## src/rtl/csi2_packet_decoder_if.sv

```systemverilog
// ---------------------------------------------------------------------------
// csi2_packet_decoder_if
//
// Byte-stream bundle between the MIPI lane receiver, the CSI-2 packet decoder
// and the pixel pipeline.
//
//   in_valid   receiver -> decoder  in_data holds a valid HS byte
//   in_data    receiver -> decoder  byte in packet order
//   in_sot     receiver -> decoder  with in_valid: first byte after sync word
//   in_eot     receiver -> decoder  single-cycle pulse: receiver left HS mode
//   pix_valid  decoder  -> pipeline forwarded payload byte valid
//   pix_data   decoder  -> pipeline payload byte
//   pix_first  decoder  -> pipeline first payload byte of the packet
//   pix_last   decoder  -> pipeline last payload byte of the packet
//
// master: the side that feeds bytes in and watches pixels come out.
// slave : the decoder itself.
// ---------------------------------------------------------------------------
`timescale 1ns/1ps

interface csi2_packet_decoder_if;
    logic       in_valid;
    logic [7:0] in_data;
    logic       in_sot;
    logic       in_eot;
    logic       pix_valid;
    logic [7:0] pix_data;
    logic       pix_first;
    logic       pix_last;

    modport master (
        output in_valid, in_data, in_sot, in_eot,
        input  pix_valid, pix_data, pix_first, pix_last
    );

    modport slave (
        input  in_valid, in_data, in_sot, in_eot,
        output pix_valid, pix_data, pix_first, pix_last
    );
endinterface

```

## src/rtl/csi2_packet_decoder.sv

```systemverilog
// ---------------------------------------------------------------------------
// csi2_packet_decoder
//
// Parses the lane-merged CSI-2 HS byte stream: 4-byte packet header with
// Hamming ECC check, long-packet payload and trailing CRC-16. Emits frame and
// line markers, and forwards the payload of one selected data type.
//
// Ports
//   sys_clk      system clock
//   reset        asynchronous active-low reset
//   bus          csi2_packet_decoder_if.slave (in_* byte stream, pix_* out)
//   frame_start  pulse on a good FS short packet (DT 0x00)
//   frame_end    pulse on a good FE short packet (DT 0x01)
//   line_start   pulse on a good LS short packet (DT 0x02)
//   line_end     pulse on a good LE short packet (DT 0x03)
//   data_type    DT of the last accepted header
//   word_count   WC of the last accepted header
//   line_count   DT_SELECT long packets completed since the last frame_start
//   packet_done  pulse when a long packet finishes (after its CRC)
//   ecc_err      pulse: header ECC mismatch or oversize word count
//   crc_err      pulse: payload CRC mismatch
//   trunc_err    pulse: packet aborted by in_eot or an early in_sot
// ---------------------------------------------------------------------------
`timescale 1ns/1ps

module csi2_packet_decoder #(
    parameter logic [5:0] DT_SELECT = 6'h2A,
    parameter int         MAX_WC    = 4096,
    parameter int         WC_W      = 16
) (
    input  logic                  sys_clk,
    input  logic                  reset,
    csi2_packet_decoder_if.slave  bus,
    output logic                  frame_start,
    output logic                  frame_end,
    output logic                  line_start,
    output logic                  line_end,
    output logic [5:0]            data_type,
    output logic [WC_W-1:0]       word_count,
    output logic [WC_W-1:0]       line_count,
    output logic                  packet_done,
    output logic                  ecc_err,
    output logic                  crc_err,
    output logic                  trunc_err
);

    typedef enum logic [1:0] {IDLE, HDR, PAYLOAD, CRC} state_t;

    localparam logic [16:0] MAX_WC_L = 17'(MAX_WC);

    state_t      state, state_nxt;
    logic [1:0]  hdr_cnt;
    logic [7:0]  hdr_b0, hdr_b1, hdr_b2;
    logic [15:0] rem_cnt;
    logic        first_pend;
    logic        sel_pkt;
    logic        crc_cnt;
    logic [7:0]  crc_lo;
    logic [15:0] crc_run;

    logic        sot_byte, data_byte;
    logic [5:0]  hdr_dt;
    logic [15:0] hdr_wc;
    logic        ecc_ok;

    logic        start_hdr, hdr_ok, line_inc;
    logic        fs_d, fe_d, ls_d, le_d;
    logic        ecc_err_d, crc_err_d, done_d, trunc_d;
    logic        pix_valid_d, pix_first_d, pix_last_d;

    // CSI-2 6-bit Hamming parity over {WC, DI}; d[0] is DI bit 0.
    function automatic logic [5:0] ecc6(input logic [23:0] d);
        logic [5:0] p;
        p[0] = d[0]^d[1]^d[2]^d[4]^d[5]^d[7]^d[10]^d[11]^d[13]^d[16]^d[20]^d[21]^d[22]^d[23];
        p[1] = d[0]^d[1]^d[3]^d[4]^d[6]^d[8]^d[10]^d[12]^d[14]^d[17]^d[20]^d[21]^d[22]^d[23];
        p[2] = d[0]^d[2]^d[3]^d[5]^d[6]^d[9]^d[11]^d[12]^d[15]^d[18]^d[20]^d[21]^d[22];
        p[3] = d[1]^d[2]^d[3]^d[7]^d[8]^d[9]^d[13]^d[14]^d[15]^d[19]^d[20]^d[21]^d[23];
        p[4] = d[4]^d[5]^d[6]^d[7]^d[8]^d[9]^d[16]^d[17]^d[18]^d[19]^d[20]^d[22]^d[23];
        p[5] = d[10]^d[11]^d[12]^d[13]^d[14]^d[15]^d[16]^d[17]^d[18]^d[19]^d[21]^d[22]^d[23];
        return p;
    endfunction

    // Reflected CCITT CRC (0x8408), one byte, data taken LSB first.
    function automatic logic [15:0] crc16_byte(input logic [15:0] c, input logic [7:0] d);
        logic [15:0] r;
        r = c;
        for (int i = 0; i < 8; i++) begin
            if (r[0] ^ d[i])
                r = (r >> 1) ^ 16'h8408;
            else
                r = r >> 1;
        end
        return r;
    endfunction

    assign sot_byte  = bus.in_valid & bus.in_sot;
    assign data_byte = bus.in_valid & ~bus.in_sot;
    assign hdr_dt    = hdr_b0[5:0];
    assign hdr_wc    = {hdr_b2, hdr_b1};
    // The ECC byte is the one arriving now; its top two bits must be zero.
    assign ecc_ok    = (bus.in_data[7:6] == 2'b00) &&
                       (bus.in_data[5:0] == ecc6({hdr_wc, hdr_b0}));

    // FSM state register
    always_ff @(posedge sys_clk or negedge reset) begin
        if (!reset)
            state <= IDLE;
        else
            state <= state_nxt;
    end

    // Next-state and per-cycle event decode. A byte arriving together with
    // in_eot is processed first; the abort then applies only if that byte
    // left the packet unfinished, so a packet completed by it reports
    // normally and a payload byte cut off by it never carries pix_last.
    always_comb begin
        state_nxt   = state;
        start_hdr   = 1'b0;
        hdr_ok      = 1'b0;
        line_inc    = 1'b0;
        fs_d        = 1'b0;
        fe_d        = 1'b0;
        ls_d        = 1'b0;
        le_d        = 1'b0;
        ecc_err_d   = 1'b0;
        crc_err_d   = 1'b0;
        done_d      = 1'b0;
        trunc_d     = 1'b0;
        pix_valid_d = 1'b0;
        pix_first_d = 1'b0;
        pix_last_d  = 1'b0;

        if (sot_byte) begin
            if (state != IDLE)
                trunc_d = 1'b1;
            start_hdr = 1'b1;
            state_nxt = HDR;
        end else if (data_byte) begin
            case (state)
                HDR: begin
                    if (hdr_cnt == 2'd3) begin
                        state_nxt = IDLE;
                        if (!ecc_ok) begin
                            ecc_err_d = 1'b1;
                        end else if (hdr_dt <= 6'h0F) begin
                            hdr_ok = 1'b1;
                            fs_d   = (hdr_dt == 6'h00);
                            fe_d   = (hdr_dt == 6'h01);
                            ls_d   = (hdr_dt == 6'h02);
                            le_d   = (hdr_dt == 6'h03);
                        end else if ({1'b0, hdr_wc} > MAX_WC_L) begin
                            ecc_err_d = 1'b1;
                        end else begin
                            hdr_ok    = 1'b1;
                            state_nxt = (hdr_wc == 16'd0) ? CRC : PAYLOAD;
                        end
                    end
                end
                PAYLOAD: begin
                    pix_valid_d = sel_pkt;
                    pix_first_d = sel_pkt & first_pend;
                    pix_last_d  = sel_pkt & (rem_cnt == 16'd1);
                    if (rem_cnt == 16'd1)
                        state_nxt = CRC;
                end
                CRC: begin
                    if (crc_cnt) begin
                        state_nxt = IDLE;
                        done_d    = 1'b1;
                        crc_err_d = ({bus.in_data, crc_lo} != crc_run);
                        line_inc  = sel_pkt;
                    end
                end
                default: ;
            endcase
        end

        if (bus.in_eot && (state_nxt != IDLE)) begin
            trunc_d    = 1'b1;
            state_nxt  = IDLE;
            pix_last_d = 1'b0;
        end
    end

    // Header capture, payload countdown and running CRC
    always_ff @(posedge sys_clk or negedge reset) begin
        if (!reset) begin
            hdr_cnt    <= 2'd0;
            hdr_b0     <= 8'd0;
            hdr_b1     <= 8'd0;
            hdr_b2     <= 8'd0;
            rem_cnt    <= 16'd0;
            first_pend <= 1'b0;
            sel_pkt    <= 1'b0;
            crc_cnt    <= 1'b0;
            crc_lo     <= 8'd0;
            crc_run    <= 16'hFFFF;
        end else begin
            if (start_hdr) begin
                hdr_cnt <= 2'd1;
                hdr_b0  <= bus.in_data;
            end else if (data_byte && state == HDR) begin
                hdr_cnt <= hdr_cnt + 2'd1;
                if (hdr_cnt == 2'd1)
                    hdr_b1 <= bus.in_data;
                if (hdr_cnt == 2'd2)
                    hdr_b2 <= bus.in_data;
            end

            if (hdr_ok) begin
                rem_cnt    <= hdr_wc;
                first_pend <= 1'b1;
                sel_pkt    <= (hdr_dt == DT_SELECT);
                crc_cnt    <= 1'b0;
                crc_run    <= 16'hFFFF;
            end else if (data_byte && state == PAYLOAD) begin
                rem_cnt    <= rem_cnt - 16'd1;
                first_pend <= 1'b0;
                crc_run    <= crc16_byte(crc_run, bus.in_data);
            end else if (data_byte && state == CRC) begin
                crc_cnt <= 1'b1;
                crc_lo  <= bus.in_data;
            end
        end
    end

    // Registered outputs: every pulse lands one cycle after the byte that
    // caused it. frame_start and the line_count clear share the same cycle.
    always_ff @(posedge sys_clk or negedge reset) begin
        if (!reset) begin
            frame_start   <= 1'b0;
            frame_end     <= 1'b0;
            line_start    <= 1'b0;
            line_end      <= 1'b0;
            ecc_err       <= 1'b0;
            crc_err       <= 1'b0;
            packet_done   <= 1'b0;
            trunc_err     <= 1'b0;
            data_type     <= 6'd0;
            word_count    <= '0;
            line_count    <= '0;
            bus.pix_valid <= 1'b0;
            bus.pix_data  <= 8'd0;
            bus.pix_first <= 1'b0;
            bus.pix_last  <= 1'b0;
        end else begin
            frame_start   <= fs_d;
            frame_end     <= fe_d;
            line_start    <= ls_d;
            line_end      <= le_d;
            ecc_err       <= ecc_err_d;
            crc_err       <= crc_err_d;
            packet_done   <= done_d;
            trunc_err     <= trunc_d;
            bus.pix_valid <= pix_valid_d;
            bus.pix_data  <= bus.in_data;
            bus.pix_first <= pix_first_d;
            bus.pix_last  <= pix_last_d;
            if (hdr_ok) begin
                data_type  <= hdr_dt;
                word_count <= WC_W'(hdr_wc);
            end
            if (fs_d)
                line_count <= '0;
            else if (line_inc)
                line_count <= line_count + WC_W'(1);
        end
    end

endmodule

```

## src/flat_wrapper.sv

```systemverilog
// flat-port wrapper written by rule: the top's interface ports become plain ports
module csi2_packet_decoder_flat 
#(
    parameter logic [5:0] DT_SELECT = 6'h2A,
    parameter int         MAX_WC    = 4096,
    parameter int         WC_W      = 16
)
  (sys_clk, reset, frame_start, frame_end, line_start, line_end, data_type, word_count, line_count, packet_done, ecc_err, crc_err, trunc_err, bus_in_valid, bus_in_data, bus_in_sot, bus_in_eot, bus_pix_valid, bus_pix_data, bus_pix_first, bus_pix_last);
  csi2_packet_decoder_if bus_i ();
  input  logic sys_clk;
  input  logic reset;
  output logic frame_start;
  output logic frame_end;
  output logic line_start;
  output logic line_end;
  output logic [5:0] data_type;
  output logic [WC_W-1:0] word_count;
  output logic [WC_W-1:0] line_count;
  output logic packet_done;
  output logic ecc_err;
  output logic crc_err;
  output logic trunc_err;
  input wire logic [$bits(bus_i.in_valid)-1:0] bus_in_valid;
  input wire logic [$bits(bus_i.in_data)-1:0] bus_in_data;
  input wire logic [$bits(bus_i.in_sot)-1:0] bus_in_sot;
  input wire logic [$bits(bus_i.in_eot)-1:0] bus_in_eot;
  output wire logic [$bits(bus_i.pix_valid)-1:0] bus_pix_valid;
  output wire logic [$bits(bus_i.pix_data)-1:0] bus_pix_data;
  output wire logic [$bits(bus_i.pix_first)-1:0] bus_pix_first;
  output wire logic [$bits(bus_i.pix_last)-1:0] bus_pix_last;
  assign bus_i.in_valid = bus_in_valid;
  assign bus_i.in_data = bus_in_data;
  assign bus_i.in_sot = bus_in_sot;
  assign bus_i.in_eot = bus_in_eot;
  assign bus_pix_valid = bus_i.pix_valid;
  assign bus_pix_data = bus_i.pix_data;
  assign bus_pix_first = bus_i.pix_first;
  assign bus_pix_last = bus_i.pix_last;
  csi2_packet_decoder #(.DT_SELECT(DT_SELECT), .MAX_WC(MAX_WC), .WC_W(WC_W)) u_core (.sys_clk(sys_clk), .reset(reset), .bus(bus_i), .frame_start(frame_start), .frame_end(frame_end), .line_start(line_start), .line_end(line_end), .data_type(data_type), .word_count(word_count), .line_count(line_count), .packet_done(packet_done), .ecc_err(ecc_err), .crc_err(crc_err), .trunc_err(trunc_err));
endmodule
```

## config.mk

```make
export PLATFORM = sky130hd
export DESIGN_NAME = csi2_packet_decoder_flat
export DESIGN_NICKNAME = d
export VERILOG_FILES = /design/src/rtl/csi2_packet_decoder_if.sv /design/src/rtl/csi2_packet_decoder.sv /design/src/flat_wrapper.sv
export SDC_FILE = /design/constraint.sdc
export NUM_CORES = 1
export LEC_CHECK = 0
export CAP_MARGIN = 10
export CORE_ASPECT_RATIO = 0.6
export CORE_UTILIZATION = 55
export DETAILED_ROUTE_END_ITERATION = 12
export GPL_TIMING_DRIVEN = 1
export PLACE_DENSITY_LB_ADDON = 0.15
export SLEW_MARGIN = 20
export SYNTH_ARGS = -nofsm -noshare
export SYNTH_HDL_FRONTEND = slang
export SYNTH_SLANG_ARGS = --single-unit
```

## constraint.sdc

```tcl
create_clock -name sys_clk -period 5.57 [get_ports sys_clk]
set_clock_uncertainty 0.2 [all_clocks]
set_input_delay 1.114 -clock sys_clk [delete_from_list [all_inputs] [get_ports sys_clk]]
set_output_delay 1.114 -clock sys_clk [all_outputs]
set_load 0.02 [all_outputs]
```

# After elaboration in Yosys (flattened, before gate mapping)
# Index checks and enable logic that the tools add are counted.
dict set report word_totals {
  word_cells 270
  out_inout_bits 57
  ff_bits 128
}
dict set report op_classes {
  add_sub_neg 3
  reduce_logical 18
  eq_ne 14
  order_cmp 2
  muxes 110
  n_bitwise 97
}
# cell count
set op_table {}
lappend op_table {{$mux W16} 28}
lappend op_table {{$xor A1 B1 Y1} 81}
lappend op_table {{$mux W1} 70}
lappend op_table {{$not A2 Y3} 8}
lappend op_table {{$mux W2} 11}
lappend op_table {{$add A16 B1 Y16 const B} 1}
lappend op_table {{$eq A16 B1 Y1 const B} 1}
lappend op_table {{$gt A16 B13 Y1 const B} 1}
lappend op_table {{$logic_not A16 Y1} 1}
lappend op_table {{$ne A16 B16 Y1} 1}
lappend op_table {{$sub A16 B1 Y16 const B} 1}
lappend op_table {{$eq A6 B2 Y1 const B} 2}
lappend op_table {{$reduce_bool A2 Y1} 6}
lappend op_table {{$reduce_and A3 Y1} 3}
lappend op_table {{$eq A2 B2 Y1 const B} 4}
lappend op_table {{$eq A6 B1 Y1 const B} 1}
lappend op_table {{$eq A6 B6 Y1} 1}
lappend op_table {{$eq A6 B6 Y1 const B} 1}
lappend op_table {{$le A6 B4 Y1 const B} 1}
lappend op_table {{$logic_not A6 Y1} 1}
lappend op_table {{$pmux W2 S3} 1}
lappend op_table {{$logic_and A1 B1 Y1} 5}
lappend op_table {{$and A1 B1 Y1} 4}
lappend op_table {{$eq A2 B1 Y1 const B} 2}
lappend op_table {{5 further kinds} 8}

# Logic depth before layout (Yosys ltp)
# Gate-level depths: netlist of the first run.
dict set report logic_depth {
  ltp_word 49
  mapped_depth 13
}

# Worst setup path after synthesis of the first run
# OpenSTA, ideal clock, no wires.
dict set report synth_path {
  kind {input port to flip-flop}
  from {in bus_in_data[1]}
  to {reg u_core.data_type[0]}
  cell_stages 10
  t_required_ns 5.245
  setup_time_ns 0.125
  arrival_ns 3.081
  slack_ns 2.164
  cell_sequence {clkbuf_1 > xnor2_1 > xnor3_1 > xnor2_1 > nor3_1 > o22a_1 > and3_1 > buf_2 > buf_4 > mux2_2}
}
dict set report synth_via {
  elab_chain_len 7
}
# item line_no
set synth_lines {}
lappend synth_lines {{start, declared} flat_wrapper.sv:24} ;# input wire logic [$bits(bus_i.in_data)-1:0] bus_in_data;
lappend synth_lines {{$eq A6 B6 Y1} csi2_packet_decoder.sv:102} ;# (bus.in_data[5:0] == ecc6({hdr_wc, hdr_b0}));
lappend synth_lines {{$logic_and A1 B1 Y1} csi2_packet_decoder.sv:101} ;# assign ecc_ok = (bus.in_data[7:6] == 2'b00) &&
lappend synth_lines {{$mux W1} csi2_packet_decoder.sv:143} ;# if (!ecc_ok) begin
lappend synth_lines {{$mux W1} csi2_packet_decoder.sv:141} ;# if (hdr_cnt == 2'd3) begin
lappend synth_lines {{$mux W1} csi2_packet_decoder.sv:139} ;# case (state)
lappend synth_lines {{$mux W1} csi2_packet_decoder.sv:138} ;# end else if (data_byte) begin
lappend synth_lines {{$mux W1} csi2_packet_decoder.sv:133} ;# if (sot_byte) begin
lappend synth_lines {{end signal, assigned} csi2_packet_decoder.sv:260} ;# data_type <= hdr_dt;
lappend synth_lines {{end, declared} csi2_packet_decoder.sv:38} ;# output logic [5:0] data_type,
# Every way passes these cells.
# A chain may end at the register's enable or synchronous reset.

# Worst setup path in the final report of the first run
dict set report layout_path {
  from {in bus_in_data[4]}
  to {reg u_core.data_type[3]}
}
# Same word-level chain as after synthesis.

==> results.txt, run 1 <==
* Final critical-path required period: 4.03 ns
* Result of the run: finished clean
- Chip width: 142 µm
- The pre-antenna-repair detailed-routing pass consisted of 5 iterations.
- Derived from the worst setup path, the maximum achievable clock frequency is 248 MHz.
- The most used flip-flop cell after synthesis is dfrtp_1.
- Worst rel slew slack: 35.0%
- CTS built an H-tree with a depth of 4.
- Pin placement for this block handled 70 I/O pins.
- The count of buffers added on input and output ports is 69.
* Avg Synthesized Cell Area: 11.6 µm²
- GRT overflow: 0
* Count of vias placed by the detailed router: 4441
- The routed design has 14.6 mm of wire.
- Sink count of the clock tree: 128
- Netlist area before placement: 6440 µm²
* Switching part of the total: 27.0%
- WL/cell: 18.4 µm
- The worst setup path is of the input pin to register kind.
- Hold_ws: 0.278 ns
* Net count after synthesis: 582
* Max-cap violation count: 0
- The worst-case IR drop observed on VDD is 0.265 mV.
* Max Root-Sink Buffers: 2
* Total track usage: 26.1%
- At the end of routability-driven placement, the weighted congestion stood at 0.938.
- Synthesis produced 556 cells.
- In this run, post-CTS hold repair placed 0 buffers.
- TritonCTS built the clock tree.
* Reg power frac: 38.2%
- Final setup fails: 0
- For this run, design rule violations remaining after detail routing come to 0.
- Final setup margin: 1.54 ns
- At the pin with the least slew margin, the transition time is 0.966 ns.
- Clock-pin slew was measured on the worst setup and hold paths at 0.06 ns.
- Number of nets with antenna violations after routing: 0
- Ratio of final minimum period to clock period: 72.3%
* Setup_tns: 0 ns
- DP HPWL: 10.2 mm
- Source-to-sink clock delay at the later pin of the worst-skew pair: 0.42 ns
- Psw: 0.000744 W
- Fill cells: 813
* Root buffer cell: clkbuf_16
- The number of max-slew violations in the final report is 0.
- Clock share of power: 43.1%
* Number of global-route vias before repair: 4326
- TritonCTS buffer count: 17
- Buffers added to address setup during post-CTS repair amount to 0.
- Initial antenna violation count: 0
- The worst setup path is captured at a register.
- Share of final-layout standard cells stronger than drive strength 1: 19.2%
- The total area inside the core boundary comes to 11300 µm².
* First DRT Iteration DRCs: 309
- Die Height: 85.9 µm
- In this run, post-CTS repair resized a total of 0 instances.
- Static Leak: 3.61 nW
- Drt via density: 5.59
* Post-placement setup slack: 1.17 ns
- Async set-or-reset flop fraction in the synthesized netlist: 100%
* Placement Rows: 30
- Class of the tightest hold or removal check: register to register
* RSZ-0062 raised after global routing: false
- The die covers 12200 µm².
- Once the floorplan was initialized, standard cells occupied 56.9% of the core.
* CP Launch Type: input pin
* Number of nets in the layout: 647
- Antenna diode instance count: 0
- Fraction of the yosys area taken by sequential cells: 50.0%
* Critical path arrival: 4.12 ns
- STA puts the critical path data required time at 5.67 ns.
* Number of distinct standard cells referenced by the synthesized netlist: 50
* Number of enable flip-flop cells after synthesis: 0
* Final hold vios: 0
- The internal portion of the total power is 0.00201 W.
* Largest fanout of any net on the critical path: 23
- Global-route wire length before repair: 23.6 mm
* Number of register bits inferred by synthesis: 128
- Yosys printed 0 warnings.
- Area growth from synthesis to layout: 21.7%
* Pin count of the biggest net entering global routing: 52
- Power density over the cells: 351 nW/µm²
* Share of power burned in combinational logic: 18.8%
-- critical path: stages --
cell and delay, ns:
clkdlybuf4s50_1 0.65, xor2_1 0.26, xnor2_1 0.24, xnor2_1 0.12, nor3_1 0.32, o22a_1 0.21
and3_2 0.46, buf_4 0.36, mux2_2 0.38
-- cells in the final DEF (no fill, tap or decap), types with 17 or more instances in the layout --
cell,instances
clkbuf_16,17
clkdlybuf4s50_1,68
dfrtp_1,112
inv_1,18
mux2_2,62
nand2_1,19
nor2_1,47
nor3_1,33
xnor2_1,73
xor2_1,23
-- final timing paths --
check / start / to / slack (ns) / depth (start not counted)
worst max-delay path: bus_in_data[4] / u_core.data_type[3] / 1.54 / 9
worst min-delay path: u_core.first_pend / u_core.first_pend / 0.28 / 1
worst max register to register: u_core.hdr_b0[0] / u_core.data_type[3] / 1.71 / 9
worst min register to register: u_core.first_pend / u_core.first_pend / 0.28 / 1
max in group asynchronous: reset / u_core.crc_lo[0] / 3.66 / 2
min in group asynchronous: reset / u_core.hdr_cnt[0] / 0.47 / 1
-- logic make-up (layout without fill, tap and decap cells) --
group | count (synthesis) | in the layout | synth area share [%]
flip-flops | 128 | 128 | 50.0
AO/OA/AOI/OAI | 46 | 46 | 4.74
AND/OR/NAND/NOR | 155 | 155 | 12.2
buffers and inverters | 47 | 125 | 3.63
XOR/XNOR | 105 | 105 | 16.1
multiplexers | 62 | 62 | 10.8
adder cells (fa/ha/maj) | 13 | 13 | 2.52
-- synth_stat cells (3+ instances only) --
library cell	count	area share (%)
a211o_1	3	0.41
a21oi_1	16	1.2
and2_1	5	0.49
and3_1	10	0.97
buf_2	3	0.23
buf_4	6	0.70
clkbuf_1	17	0.99
dfrtp_1	112	43
dfstp_2	16	6.5
ha_1	13	2.5
inv_1	18	1.0
mux2_2	62	11
nand2_1	19	1.1
nand3_1	13	1.0
nand4_1	8	0.78
nor2_1	47	2.7
nor2b_1	3	0.29
nor3_1	33	2.6
nor4_1	4	0.39
o21ai_0	10	0.78
xnor2_1	73	9.9
xnor3_1	8	2.8
xor2_1	23	3.1
-- flip-flops by register name, summed over array words and instances, names as in the netlist, 2 cells and up --
signal / flops
u_core.bus.pix_data: 8
u_core.crc_lo: 8
u_core.crc_run: 16
u_core.data_type: 6
u_core.hdr_b0: 8
u_core.hdr_b1: 8
u_core.hdr_b2: 8
u_core.hdr_cnt: 2
u_core.line_count: 16
u_core.rem_cnt: 16
u_core.state: 2
u_core.word_count: 16
-- stage by stage --
stage / std cells / power (W) / util [%] / cell area [µm²]
final: 794 / 0.00276 / 69.2 / 7840
after global routing: 794 / 0.00286 / 69.2 / 7840
after CTS: 794 / 0.00277 / 69.2 / 7840
after detailed placement: 762 / 0.00158 / 63.6 / 7210
after global placement: 762 / 0.00157 / 63.6 / 7210
after floorplan: 556 / 0.00145 / - / 6440
-- routing by layer --
layer,track usage (%),share of wire [%],wire length [µm],up-vias
li1,-,-,-,2039
met1,40.2,50,7370,2228
met2,35.8,42,6080,160
met3,7.76,7.0,1020,14
met4,6.55,0.90,132,0
met5,0,0,0,-
-- power by group through the flow --
| stage | sequential [W] | clock (W) | combinational, W |
|---|---|---|---|
| finish | 0.00105 | 0.00119 | 0.000517 |
| global placement | 0.00106 | 0 | 0.000503 |
| floorplan | 0.00104 | 0 | 0.000414 |
| global route | 0.00106 | 0.00124 | 0.000558 |
| CTS | 0.00105 | 0.00120 | 0.000517 |
| detailed placement | 0.00106 | 0 | 0.000514 |
-- layout make-up --
type,instances,area [µm²],share of cell area (%)
Sequential cell,128,3220,41.1
Multi-Input combinational cell,381,2990,38.1
Timing Repair Buffer,75,733,9.35
Clock buffer,20,447,5.70
Tap cell,160,200,2.55
Clock inverter,12,183,2.33
Inverter,18,67.6,0.862
Note: power is estimated with default switching activity, not from simulation.
==> run 2, diff against run 1 <==
CORE_UTILIZATION = 51   (was 55)
clock period = 3.3 ns   (was 5.57 ns; I/O delays follow)
==> results.txt, run 2 (synthesis results as in run 1) <==
* Share of power burned in combinational logic: 21.9%
- Summing over every cut layer, the via total after detailed routing is 4597.
- For this run, design rule violations remaining after detail routing come to 0.
- Root buffer cell: clkbuf_16
- Walking the worst path, the cells encountered are inv_1 -> ha_1 -> xor2_1 -> xnor2_1 -> buf_4 -> xnor3_1 -> nor4_4 -> o221ai_4 -> o31ai_1 -> a211o_1 -> a211oi_1.
- For this design, the slowest cell found on the critical path is xnor3_1.
* GRT overflow: 0
* Clock share of power: 39.6%
- Critical Path Sink: u_core.bus.pix_last
* Critical path buffer and inverter count: 2
- Cell area after placement: 7520 µm²
- Pin count of the biggest net entering global routing: 44
* Number of global-route vias before repair: 4653
- R2r setup slk: 0.19 ns
- Total wire length: 15.6 mm
- Required time at the endpoint of the critical path: 3.38 ns
* Placeable core region: 12200 µm²
- The floorplan step set the die width to 147 µm.
- The pre-antenna-repair detailed-routing pass consisted of 4 iterations.
- Max-cap violation count: 0
- The first global-routing pass estimated 25.5 mm of wire.
- Critical Path Stages: 11
- The initial utilization of the core area, before any placement, comes to 52.9%.
- The kind of cell with the highest combined delay along the critical path is compound AO/OA/AOI/OAI gates.
- For the finished layout, the period the worst path requires is 3.11 ns.
- The congestion estimate from routability-driven global placement came to 0.845.
* Number of nets in the layout: 678
* Power density over the cells: 563 nW/µm²
- After detailed routing, the number of vias per cell comes to 5.54.
- Max frequency: 322 MHz
- Across every metal layer, demand over resource in global routing totals 26.1%.
- Clock-pin slew was measured on the worst setup and hold paths at 0.06 ns.
- DP HPWL: 11.1 mm
* Die Height: 89.1 µm
- Largest fanout of any net on the critical path: 4
- Final hold vios: 0
* Max Root-Sink Buffers: 2
- Least-Margin Pin Slew: 0.597 ns
- Class of the tightest hold or removal check: input pin to asynchronous set/reset pin
- Setup repair after global routing left no endpoint under its margin.
* Port Buffer Count: 69
* Internal power contribution: 0.00331 W
- The worst register-to-register path ends at u_core.bus.pix_last.
- The analysis attributes to cell leakage a power of 3.77 nW.
* Placed Instances: 797
* Area growth from synthesis to layout: 25.9%
- Sequential cells account for 38.4% of the total power.
- The initial antenna violation count is 0.
- In this run the power spent charging and discharging nets is 0.00127 W.
- Worst rel slew slack: 60.2%
- Setup_tns: 0 ns
- Once layout is done, the placed cells without fillers occupy 8110 µm².
* Launch point of the worst reg-to-reg path: u_core.hdr_b0[0]
- The critical path starts at u_core.hdr_b0[0].
- Die ar.: 13100 µm²
- Source-to-sink clock delay at the later pin of the worst-skew pair: 0.41 ns
- On the worst path, the slowest cell contributes a delay of 0.42 ns.
- FF-to-FF path depth: 11
* WL/cell: 18.8 µm
- The detailed router finished its first iteration with 275 violations.
- For this run, the share of the core covered by cells in the final layout is 66.6%.
- Worst voltage drop across the vdd grid: 0.367 mV
- Leaving out fill and tap cells, the most frequent cell in the layout is dfrtp_1.
* Max H-tree Level: 4
- Across all hold checks on the routed design, the worst slack comes to 0.0557 ns.
* Count of final max-slew check failures: 0
- The run finished with clean final reports.
* Sink count of the clock tree: 128
* Final instance count without filler cells: 830
- Number of nets with antenna violations after routing: 0
* Antenna diode instance count: 0
- Total I/O pin count: 70
* Share of final-layout standard cells stronger than drive strength 1: 22.7%
- Setup violations remaining at the end of the flow were counted as 0.
* Critical path capture point type: register
* Critical path arrival: 3.18 ns
- TritonCTS built the clock tree.
* Switching part of the total: 27.7%
* CP Launch Type: register
- Most frequent cells in the layout: dfrtp_1, xnor2_1, clkdlybuf4s50_1, mux2_2, nor2_1
* Crit Path Category: register to register
- The worst path uses 94.2% of the clock period.
* TritonCTS buffer count: 17
- The floorplan has 31 rows.
## run 2: timing repair
item | 4_1_cts | 5_1_grt
endpoints found under the setup margin | 0 | 31
hold buffers | 0 | 0
setup buffers | 0 | 1
gates resized for setup | 0 | 2
## run 2: worst register-to-register path: cells and delay by family, from the launching register on
family | cells | cell delay [ns]
buffers and inverters | 2 | 0.22
AND/OR/NAND/NOR | 1 | 0.26
AO/OA/AOI/OAI | 4 | 0.86
flip-flops | 1 | 0.37
adder cells (fa/ha/maj) | 1 | 0.31
XOR/XNOR | 3 | 0.76
## run 2: worst min-delay path by stage
stage | start | depth (start not counted) | to | slack, ns
floorplan | reset | 0 | u_core.bus.pix_data[0] | 0.16
global placement | u_core.first_pend | 1 | u_core.first_pend | 0.26
detailed placement | u_core.first_pend | 1 | u_core.first_pend | 0.27
CTS | reset | 1 | u_core.word_count[10] | 0.06
global route | reset | 1 | u_core.word_count[13] | 0.09
finish | reset | 1 | u_core.word_count[10] | 0.06
## run 2: final cells by class
type	instances	area [µm²]
tap	165	206
fill	910	4070
inverter	18	67.6
timing repair buffer	106	1040
multi-input combinational	381	3000
sequential	128	3220
clock buffer	22	454
clock inverter	10	115
## run 2: metal layers
| metal | global-route usage [%] | routed length, µm |
|---|---|---|
| met5 | 0 | 0 |
| met4 | 8.72 | 176 |
| met3 | 6.89 | 1200 |
| met2 | 35.4 | 6290 |
| met1 | 40.0 | 7910 |
## run 2: stage by stage
stage | worst slack [ns] | total power, W
3_5_place_dp | -0.0322 | 0.00275
6_report | 0.191 | 0.00457
3_3_place_gp | -0.0226 | 0.00273
4_1_cts | 0.0959 | 0.00457
2_1_floorplan | 0.320 | 0.00245
5_1_grt | 0.0430 | 0.00476
## run 2: power groups by stage
stage | clock (W) | combinational (W) | sequential [W]
2_1_floorplan | 0 | 0.000699 | 0.00175
4_1_cts | 0.00184 | 0.000981 | 0.00175
3_3_place_gp | 0 | 0.000955 | 0.00178
6_report | 0.00181 | 0.00100 | 0.00176
5_1_grt | 0.00191 | 0.00108 | 0.00176
3_5_place_dp | 0 | 0.000972 | 0.00178
